File: config.mk
export PLATFORM = sky130hd
export DESIGN_NAME = fetch_stage
export DESIGN_NICKNAME = d
export VERILOG_FILES = /design/src/rtl/fetch_pkg.sv /design/src/rtl/fetch_ifid_reg.sv /design/src/rtl/fetch_stage.sv
export SDC_FILE = /design/constraint.sdc
export NUM_CORES = 1
export LEC_CHECK = 0
export ABC_AREA = 1
export ABC_CLOCK_PERIOD_IN_PS = 2160
export CAP_MARGIN = 5
export CORE_ASPECT_RATIO = 0.6
export CORE_MARGIN = 2
export CORE_UTILIZATION = 58
export DETAILED_ROUTE_END_ITERATION = 10
export DONT_BUFFER_PORTS = 1
export MAX_ROUTING_LAYER = met4
export PLACE_DENSITY_LB_ADDON = 0.25
export SLEW_MARGIN = 20
export SYNTH_ARGS = -nofsm -noshare
export SYNTH_HDL_FRONTEND = slang
export SYNTH_HIERARCHICAL = 1
export SYNTH_SLANG_ARGS = --single-unit
File: constraint.sdc
create_clock -name clk -period 2.16 [get_ports clk]
set_input_delay 0.432 -clock clk [delete_from_list [all_inputs] [get_ports clk]]
set_output_delay 0.432 -clock clk [all_outputs]
set_load 0.005 [all_outputs]
File: src/rtl/fetch_pkg.sv
// Shared types and constants for the RV32I instruction-fetch stage.
package fetch_pkg;

    localparam int unsigned FETCH_XLEN = 32;

    typedef enum logic [1:0] {
        IDLE    = 2'd0,
        FETCH   = 2'd1,
        DISCARD = 2'd2,
        HOLD    = 2'd3
    } fetch_state_t;

    localparam logic [FETCH_XLEN-1:0] NOP_INSTR        = 32'h0000_0013;
    localparam logic [FETCH_XLEN-1:0] DEFAULT_RESET_PC = 32'hBFC0_0000;

endpackage

File: src/rtl/fetch_ifid_reg.sv
// IF/ID pipeline register: flush clears to a NOP bubble, load captures a fetched
// instruction and its PC, otherwise the contents hold.
module fetch_ifid_reg
    import fetch_pkg::*;
#(
    parameter int unsigned XLEN = FETCH_XLEN
) (
    input  logic            clk,
    input  logic            rst_n,
    input  logic            i_load,
    input  logic            i_flush,
    input  logic [XLEN-1:0] i_instr,
    input  logic [XLEN-1:0] i_pc,
    output logic [XLEN-1:0] o_instr,
    output logic [XLEN-1:0] o_pc,
    output logic [XLEN-1:0] o_pcplus4,
    output logic            o_valid
);

    always_ff @(posedge clk or negedge rst_n) begin
        if (!rst_n) begin
            o_instr   <= XLEN'(NOP_INSTR);
            o_pc      <= '0;
            o_pcplus4 <= '0;
            o_valid   <= 1'b0;
        end else if (i_flush) begin
            o_instr   <= XLEN'(NOP_INSTR);
            o_valid   <= 1'b0;
        end else if (i_load) begin
            o_instr   <= i_instr;
            o_pc      <= i_pc;
            o_pcplus4 <= i_pc + XLEN'(4);
            o_valid   <= 1'b1;
        end
    end

endmodule

File: src/rtl/fetch_stage.sv
// RV32I instruction-fetch stage: owns the PC, runs the imem handshake and feeds IF/ID.
// Define FETCH_STATS_EN to add the stat_fetched / stat_stall counters.
module fetch_stage
    import fetch_pkg::*;
#(
    parameter int unsigned     XLEN     = FETCH_XLEN,
    parameter logic [XLEN-1:0] RESET_PC = XLEN'(DEFAULT_RESET_PC)
) (
    input  logic            clk,
    input  logic            rst_n,
    output logic            imem_req,
    output logic [XLEN-1:0] imem_addr,
    input  logic            imem_ready,
    input  logic [XLEN-1:0] imem_rdata,
    input  logic            stall,
    input  logic            redirect,
    input  logic [XLEN-1:0] redirect_target,
    output logic [XLEN-1:0] instr_d,
    output logic [XLEN-1:0] pc_d,
    output logic [XLEN-1:0] pcplus4_d,
    output logic            valid_d
`ifdef FETCH_STATS_EN
    ,
    output logic [31:0]     stat_fetched,
    output logic [31:0]     stat_stall
`endif
);

    fetch_state_t    r_state, w_state_nxt;
    logic [XLEN-1:0] r_pc, w_pc_nxt;
    logic [XLEN-1:0] r_pend, w_pend_nxt;
    logic [XLEN-1:0] r_hold, w_hold_nxt;
    logic [XLEN-1:0] r_hold_pc, w_hold_pc_nxt;
    logic [XLEN-1:0] w_target, w_pc_inc, w_ld_instr, w_ld_pc;
    logic            r_req, w_done, w_load, w_flush;

    assign w_target  = {redirect_target[XLEN-1:2], 2'b00};
    assign w_pc_inc  = r_pc + XLEN'(4);
    assign w_done    = r_req & imem_ready;
    assign imem_req  = r_req;
    // The address only moves on a completed transaction, so it is stable while pending.
    assign imem_addr = r_pc;

    always_ff @(posedge clk or negedge rst_n) begin
        if (!rst_n) begin
            r_state   <= IDLE;
            r_req     <= 1'b0;
            r_pc      <= RESET_PC;
            r_pend    <= '0;
            r_hold    <= '0;
            r_hold_pc <= '0;
        end else begin
            r_state   <= w_state_nxt;
            r_req     <= (w_state_nxt == FETCH) || (w_state_nxt == DISCARD);
            r_pc      <= w_pc_nxt;
            r_pend    <= w_pend_nxt;
            r_hold    <= w_hold_nxt;
            r_hold_pc <= w_hold_pc_nxt;
        end
    end

    // Redirect takes priority over stall in every state.
    always_comb begin
        w_state_nxt   = r_state;
        w_pc_nxt      = r_pc;
        w_pend_nxt    = r_pend;
        w_hold_nxt    = r_hold;
        w_hold_pc_nxt = r_hold_pc;
        w_load        = 1'b0;
        w_flush       = 1'b0;
        w_ld_instr    = imem_rdata;
        w_ld_pc       = r_pc;
        case (r_state)
            IDLE: begin
                w_state_nxt = FETCH;
                if (redirect) begin
                    w_pc_nxt = w_target;
                    w_flush  = 1'b1;
                end
            end
            FETCH: begin
                if (redirect && w_done) begin
                    w_pc_nxt = w_target;
                    w_flush  = 1'b1;
                end else if (redirect) begin
                    w_pend_nxt  = w_target;
                    w_flush     = 1'b1;
                    w_state_nxt = DISCARD;
                end else if (w_done && stall) begin
                    w_hold_nxt    = imem_rdata;
                    w_hold_pc_nxt = r_pc;
                    w_pc_nxt      = w_pc_inc;
                    w_state_nxt   = HOLD;
                end else if (w_done) begin
                    w_load   = 1'b1;
                    w_pc_nxt = w_pc_inc;
                end else if (!stall) begin
                    w_flush = 1'b1;
                end
            end
            DISCARD: begin
                if (redirect) begin
                    w_pend_nxt = w_target;
                    w_flush    = 1'b1;
                end
                if (w_done) begin
                    w_pc_nxt    = redirect ? w_target : r_pend;
                    w_state_nxt = FETCH;
                end
            end
            HOLD: begin
                if (redirect) begin
                    w_pc_nxt    = w_target;
                    w_flush     = 1'b1;
                    w_state_nxt = FETCH;
                end else if (!stall) begin
                    w_load      = 1'b1;
                    w_ld_instr  = r_hold;
                    w_ld_pc     = r_hold_pc;
                    w_state_nxt = FETCH;
                end
            end
            default: w_state_nxt = IDLE;
        endcase
    end

    fetch_ifid_reg #(
        .XLEN(XLEN)
    ) u_ifid (
        .clk      (clk),
        .rst_n    (rst_n),
        .i_load   (w_load),
        .i_flush  (w_flush),
        .i_instr  (w_ld_instr),
        .i_pc     (w_ld_pc),
        .o_instr  (instr_d),
        .o_pc     (pc_d),
        .o_pcplus4(pcplus4_d),
        .o_valid  (valid_d)
    );

`ifdef FETCH_STATS_EN
    logic [31:0] r_stat_fetched, r_stat_stall;

    always_ff @(posedge clk or negedge rst_n) begin
        if (!rst_n) begin
            r_stat_fetched <= '0;
            r_stat_stall   <= '0;
        end else begin
            r_stat_fetched <= r_stat_fetched + 32'(w_load);
            r_stat_stall   <= r_stat_stall + 32'(stall);
        end
    end

    assign stat_fetched = r_stat_fetched;
    assign stat_stall   = r_stat_stall;
`endif

endmodule

==> results.md, run 1 <==
* Post-route core utilization at 70.1%
* Synth-to-Final Area Change at 17.5%
* Starting DRC count in detailed routing at 1273
* Clock latency on the worst-skew pair at 0.51 ns
* CTS tree: built
* Via/cell ratio at 5.72
* GR Overflow Total at 0
* H-tree lvl count at 1
* Crit start category: register
* Cell variety after synth at 40
* Root buffer cell: clkbuf_16
* Mean Syn Cell Area at 7.58 sq um
* Worst Path Arrival at 2.50 ns
* WHS at -0.381 ns
* Cell family with most CP delay: simple AND/OR/NAND/NOR gates
* Final worst setup slack at 0.0463 ns
* Final Cycle Share at 97.9%
* Final Max Slew Viols at 0
* Slowest-stage cell, CP: dfrtp_1
* Count of final hold-check violations at 226
* VDD IR max at 0.000848 V
* Clock period minus worst slack at 2.11 ns
* Combinational power share at 45.8%
* EDFF count, synth at 0
* Clock Power Share at 18.5%
* Ant diodes at 0
* Global-route usage over all layers at 31.4%
* Initial antenna violation count at 0
* Most frequent cells in the layout: nand2_1, dfrtp_1, nor2_1
* Switching pwr at 9.05 mW
* Die width at 190 microns
* Antenna Nets Post-Route at 0
* GP Congestion at 1.02
* DR pass1 iterations at 5
* Max Buffers Root-to-Sink at 3
* Routed WL at 34200 microns
* FILL cells at 1639
* CP Class: reg2reg
* CP startpoint: r_state[1]$_DFF_PN0_
* Area leader, netlist: dfrtp_1
* Core ar. at 20200 sq um
* Asr flop ratio synth at 100%
* Rows at 40
* FF/Latch Area at 5670 sq um
* DIE AREA at 22000 sq um
* Slew @ Worst Pin at 0.616 ns
* Post-synth top flop: dfrtp_1
* Post-synth top area share at 44.5%
* Worst-path clk slew at 0.06 ns
* # clock sinks at 226
* RR Startpoint: r_state[1]$_DFF_PN0_
* Hpwl dp at 23000 microns
* Clk_skew at 0.0104 ns
* First-pass GRT wire length at 53700 microns
* Remaining DRCs at 0
* RSZ-0062 raised after global routing: yes
* Setup TNS at 0 ns
* Req. time, crit path at 2.54 ns
* Worst-path fanout max at 18
* I/O pin total at 199
* Pre-CTS setup slack at -0.162 ns
* Share of power burned in registers at 35.6%
* Maxcap violations at 0
* Initial core utilization at 59.7%
* Mapped Nets at 1663
* Min-Delay Path Class: in2async
* Largest cells by area after synthesis: dfrtp_1, nand2_1, nor2_1
* DR vias at 11100
* IO buf count at 0
* Number of global-route vias before repair at 10500
* Status: finished, violations left
* Slew Limit Headroom at 58.9%
* Cells after synthesis at 1587
* Sw frac at 42.3%
* Synth warn at 6
* Failing checks: hold timing
* Setup crit end kind: register
* Layout cells sized above 1 at 16.9%
* Nets at 1720
* Fmax at 473 MHz
* Cell-internal power at 12.3 mW
* Total CTS buffers at 22
* Leakage at 7.06 nW
* Multi-input logic area at 5690 sq um
* Sequential fraction of the synthesis area at 47.1%
* Post-synthesis register bit count at 226
* Overall Power at 21.4 mW
* Setup violators final at 0
* Largest net degree at the start of global routing at 227
* Crit path cell chain: ha_4, nand2_8, buf_12, buf_4, a21oi_4, nand2_2, nor2_2, nand2_1, nor2_2, nand2_1, nand2_1, nand3_1
* Crit path top cell by count: nand2_1
* Die Ht at 116 microns
* CP Buf/Inv Count at 2
* Commonest non-fill, non-tap cell in the layout: nand2_1
* Crit path largest cell delay at 0.39 ns
* Cell Area, Synth at 12000 sq um
* Drt wl/cell at 17.7 microns
* Pwr dens at 1510 nW/um^2
## area by class of cell
class / count / area share [%]
inverter: 166 / 4.44
clock inverter: 8 / 0.655
clock buffer: 32 / 4.59
timing repair buffer: 114 / 7.60
tap: 273 / 2.41
sequential: 226 / 40.1
multi-input combinational: 1114 / 40.2
## final timing paths
path                                                         end  slack, ns  depth (start not counted)
worst max register to register  u_ifid/o_pcplus4[29]$_DFFE_PN0P_       0.05                         12
worst min register to register             r_hold[9]$_DFFE_PN0P_       0.49                          2
min in group clk                           r_pend[0]$_DFFE_PN0P_       0.04                          1
worst min-delay path                          imem_req$_DFF_PN0_      -0.38                          0
max in group asynchronous              imem_addr[25]$_DFFE_PN1P_       2.25                          0
worst max-delay path            u_ifid/o_pcplus4[29]$_DFFE_PN0P_       0.05                         12
## flip-flops by register name, indices dropped and copies added (netlist names)
name,flops
imem_addr,32
u_ifid/o_valid,1
imem_req,1
r_hold,32
r_hold_pc,32
u_ifid/o_pcplus4,30
u_ifid/o_pc,32
r_state,2
u_ifid/o_instr,32
r_pend,32
## routing by layer
metal  routed length [microns]  track usage, %  share of wire, %
met3                      3540            7.75                10
met4                       727            7.70               2.1
met2                     15100            48.2                44
met1                     14800            42.3                43
met5                         0               -                 0
## repair_timing
| item | 4_1_cts | 5_1_grt |
|---|---|---|
| setup endpoints to repair | 89 | 135 |
| pin swaps | 1 | 13 |
| cloned | 1 | 3 |
| gates resized for setup | 26 | 82 |
| buffers inserted | 4 | 12 |
| hold endpoints to repair | 226 | 226 |
## logic make-up (layout without fill, tap and decap cells)
group	count (synthesis)	count (layout)	synth area share, %
buffers and inverters	248	320	8.69
xor gates and xnor gates	10	10	0.728
DFF	226	226	47.1
AOI/OAI and AO/OA	365	365	17.3
adders and majority gates	7	7	0.728
and+or+nand+nor	730	731	25.3
muxes	1	1	0.0832
## power groups by stage
stage	sequential (mW)	combinational [mW]	clock, mW
after floorplan	7.12	6.09	0
after global placement	7.57	8.55	0
after detailed placement	7.61	8.83	0
after CTS	7.58	9.03	4.01
after global routing	7.81	10.9	4.21
final	7.61	9.80	3.96
## cell usage after synthesis, types with 4 or more instances
library cell	count
buf_4	7
and2_1	4
o22ai_1	28
buf_2	52
inv_2	5
nand4_1	6
nand2_4	4
nor2_1	241
a21boi_1	7
ha_1	7
nand2_2	6
o21ai_0	106
nand2_1	360
dfstp_2	12
a22oi_1	12
inv_1	161
o21ai_1	44
nor2_2	8
clkbuf_1	16
a22o_1	29
dfrtp_1	214
nor2_4	10
nand3_1	86
a21oi_1	124
xor2_1	9
## through the flow
stage / instance area [sq um] / cells
finish: 14100 / 1933
detailed placement: 12800 / 1873
global route: 14100 / 1933
global placement: 12800 / 1873
floorplan: 12100 / 1587
CTS: 13700 / 1918
Power figures use the tool's default switching activity.
==> run 2: changes to the inputs <==
--- a/config.mk
+++ b/config.mk
@@ -5,7 +5,6 @@
 export SDC_FILE = /design/constraint.sdc
 export NUM_CORES = 1
 export LEC_CHECK = 0
-export ABC_AREA = 1
 export ABC_CLOCK_PERIOD_IN_PS = 2160
 export CAP_MARGIN = 5
 export CORE_ASPECT_RATIO = 0.6
@@ -14,7 +13,7 @@
 export DETAILED_ROUTE_END_ITERATION = 10
 export DONT_BUFFER_PORTS = 1
 export MAX_ROUTING_LAYER = met4
-export PLACE_DENSITY_LB_ADDON = 0.25
+export PLACE_DENSITY = 0.76
 export SLEW_MARGIN = 20
 export SYNTH_ARGS = -nofsm -noshare
 export SYNTH_HDL_FRONTEND = slang
==> results.md, run 2 <==
* Rows at 39 (-2.5%)
* Synth warn at 6 (unchanged)
* Starting DRC count in detailed routing at 1942 (+53%)
* Largest net degree at the start of global routing at 227 (unchanged)
* DR vias at 10800 (-2.5%)
* Worst-path clk slew at 0.07 ns (about the same)
* Antenna Nets Post-Route at 0 (unchanged)
* # clock sinks at 226 (unchanged)
* DR pass1 iterations at 7 (+2)
* VDD IR max at 0.000985 V (+16%)
* Commonest non-fill, non-tap cell in the layout: dfrtp_1
* Cell Area, Synth at 11400 sq um (-4.9%)
* Final Max Slew Viols at 0 (unchanged)
* Clock period minus worst slack at 2.98 ns (+0.865 ns)
* Leakage at 6.93 nW (-1.9%)
* Largest cells by area after synthesis: dfrtp_1, mux2_2, nand2_1
* Number of global-route vias before repair at 9169 (-12%)
* Req. time, crit path at 2.55 ns (about the same)
* Max Buffers Root-to-Sink at 3 (unchanged)
* Post-synthesis register bit count at 226 (unchanged)
* Min-Delay Path Class: in2async
* Area leader, netlist: dfrtp_1
* Maxcap violations at 0 (unchanged)
* EDFF count, synth at 0 (unchanged)
* Overall Power at 21.8 mW (+2.0%)
* Cells after synthesis at 1067 (-33%)
* Crit start category: register
* Count of final hold-check violations at 223 (-1.3%)
* Final worst setup slack at -0.818 ns (-0.865 ns)
* Sequential fraction of the synthesis area at 49.6% (+2.4 points)
* Asr flop ratio synth at 100% (unchanged)
* RSZ-0062 raised after global routing: yes
* Status: finished, violations left
* Pwr dens at 1400 nW/um^2 (-7.6%)
* Final Cycle Share at 138% (+40 points)
* Clk_skew at 0.0126 ns (+0.00214 ns)
* Drt wl/cell at 28.6 microns (+62%)
* H-tree lvl count at 1 (unchanged)
* Synth-to-Final Area Change at 36.5%
* Hpwl dp at 22000 microns (-4.3%)
* Clock latency on the worst-skew pair at 0.53 ns (+0.02 ns)
* Initial core utilization at 59.7% (about the same)
* Crit path largest cell delay at 0.45 ns (+0.06 ns)
* Nets at 1333 (-23%)
* CTS tree: built
* Setup TNS at -33.17 ns (-33.17 ns)
* Global-route usage over all layers at 31.6% (+0.17 points)
* Die Ht at 113 microns (-2.4%)
* Core ar. at 19200 sq um (-4.9%)
* GR Overflow Total at 0 (unchanged)
* CP Class: reg2reg
* Initial antenna violation count at 1 (+1)
* I/O pin total at 199 (unchanged)
* Crit path cell chain: ha_2, inv_2, nor3_4, buf_6, buf_12, buf_8, mux2_4, ha_4, nand4_1, buf_4, or2_4, buf_12, o31ai_1, a31oi_1
* Fmax at 336 MHz (-29%)
* Total CTS buffers at 22 (unchanged)
* Die width at 185 microns (-2.4%)
* Setup crit end kind: register
* Most frequent cells in the layout: dfrtp_1, buf_4, nand2_1
* Post-synth top area share at 46.8% (+2.3 points)
* Slew @ Worst Pin at 0.794 ns (+0.178 ns)
* Root buffer cell: clkbuf_16
* Failing checks: hold timing, setup timing
* Routed WL at 44100 microns (+29%)
* Mapped Nets at 1143 (-31%)
* Cell variety after synth at 71 (+78%)
* Slew Limit Headroom at 46.6% (-12 points)
* GP Congestion at 0.907 (-11%)
* Setup violators final at 198 (+198)
* IO buf count at 0 (unchanged)
* Cell area after layout at 15600 sq um (+10%)
* Count leader, synth: dfrtp_1
* Mean Syn Cell Area at 10.7 sq um (+41%)
* DIE AREA at 20900 sq um (-4.8%)
* Post-synth top flop: dfrtp_1
* Layout cells sized above 1 at 43.8% (+27 points)
* Post-DP Area at 12800 sq um (-0.55%)
* Post-route core utilization at 81.4% (+11 points)
* Crit path top cell by count: buf_12
* Remaining DRCs at 0 (unchanged)
* Slowest-stage cell, CP: o31ai_1
* First-pass GRT wire length at 50300 microns (-6.3%)
* Worst Path Arrival at 3.37 ns (+0.87 ns)
* Via/cell ratio at 7.01 (+22%)
* WHS at -0.394 ns (-0.0137 ns)
* Synth top cells by count: dfrtp_1, mux2_2, nand2_1, nor2_1, o21ai_0
* Worst-path fanout max at 8 (-10)
run 2: layer usage:
metal | routed length [microns] | track usage (%) | share of wire [%]
met5 | 0 | - | 0
met4 | 2590 | 6.67 | 5.9
met3 | 7090 | 10.2 | 16
met2 | 18100 | 45.2 | 41
met1 | 16300 | 44.1 | 37
run 2: worst paths after layout:
check	from	endpoint	slack, ns	depth (start not counted)
worst max-delay path	r_state[1]$_DFF_PN0_	u_ifid/o_pcplus4[24]$_DFFE_PN0P_	-0.82	14
worst min-delay path	rst_n	r_hold[15]$_DFFE_PN0P_	-0.39	0
worst max register to register	r_state[1]$_DFF_PN0_	u_ifid/o_pcplus4[24]$_DFFE_PN0P_	-0.82	14
worst min register to register	u_ifid/o_pc[3]$_DFFE_PN0P_	u_ifid/o_pc[3]$_DFFE_PN0P_	0.50	2
max in group asynchronous	rst_n	r_state[1]$_DFF_PN0_	1.97	0
min in group clk	redirect_target[20]	r_pend[20]$_DFFE_PN0P_	0.05	1
run 2: report_power, final:
group	internal, mW	total, mW	leakage (nW)	switching, mW
Combinational	4.99	10.4	3.72	5.40
Sequential	5.97	7.33	2.85	1.36
Clock	2.34	4.06	0.357	1.72
run 2: timing repair:
action | in CTS | in global routing
gates cloned | 3 | 30
pin swaps | 11 | 77
hold endpoints to repair | 226 | 226
resized for setup | 55 | 197
endpoints found under the setup margin | 111 | 201
buffers inserted | 15 | 42
run 2: area by class of cell:
cell class | count | area [sq um]
clock buffers | 34 | 657
flip-flops and latches | 226 | 5670
diodes | 1 | 2.50
fillers | 973 | 3560
inverters | 15 | 67.6
clock inverters | 6 | 88.8
multi-input cells | 750 | 6150
repair buffers | 242 | 2650
well taps | 266 | 333
run 2: kinds of logic after synthesis:
logic type	Yosys count	share of synthesized area, %
AO/OA/AOI/OAI	193	11.8
XOR/XNOR	22	1.68
adder cells (fa/ha/maj)	7	0.766
buffers and inverters	93	4.21
flip-flops	226	49.6
multiplexers	181	17.5
AND/OR/NAND/NOR	345	14.5
run 2: per-stage QoR:
stage               worst slack [ns]  instances
floorplan                     -0.536       1067
global placement              -0.852       1411
detailed placement            -0.957       1411
CTS                           -0.512       1469
global route                  -0.853       1540
finish                        -0.818       1540
run 2: critical path: cells and delay by family, from the launching register on:
| kind | cells | cell delay [ns] |
|---|---|---|
| adder cells (fa/ha/maj) | 2 | 0.31 |
| flip-flops | 1 | 0.35 |
| multiplexers | 1 | 0.19 |
| buffers and inverters | 6 | 0.80 |
| AND/OR/NAND/NOR | 3 | 0.57 |
| AO/OA/AOI/OAI | 2 | 0.62 |
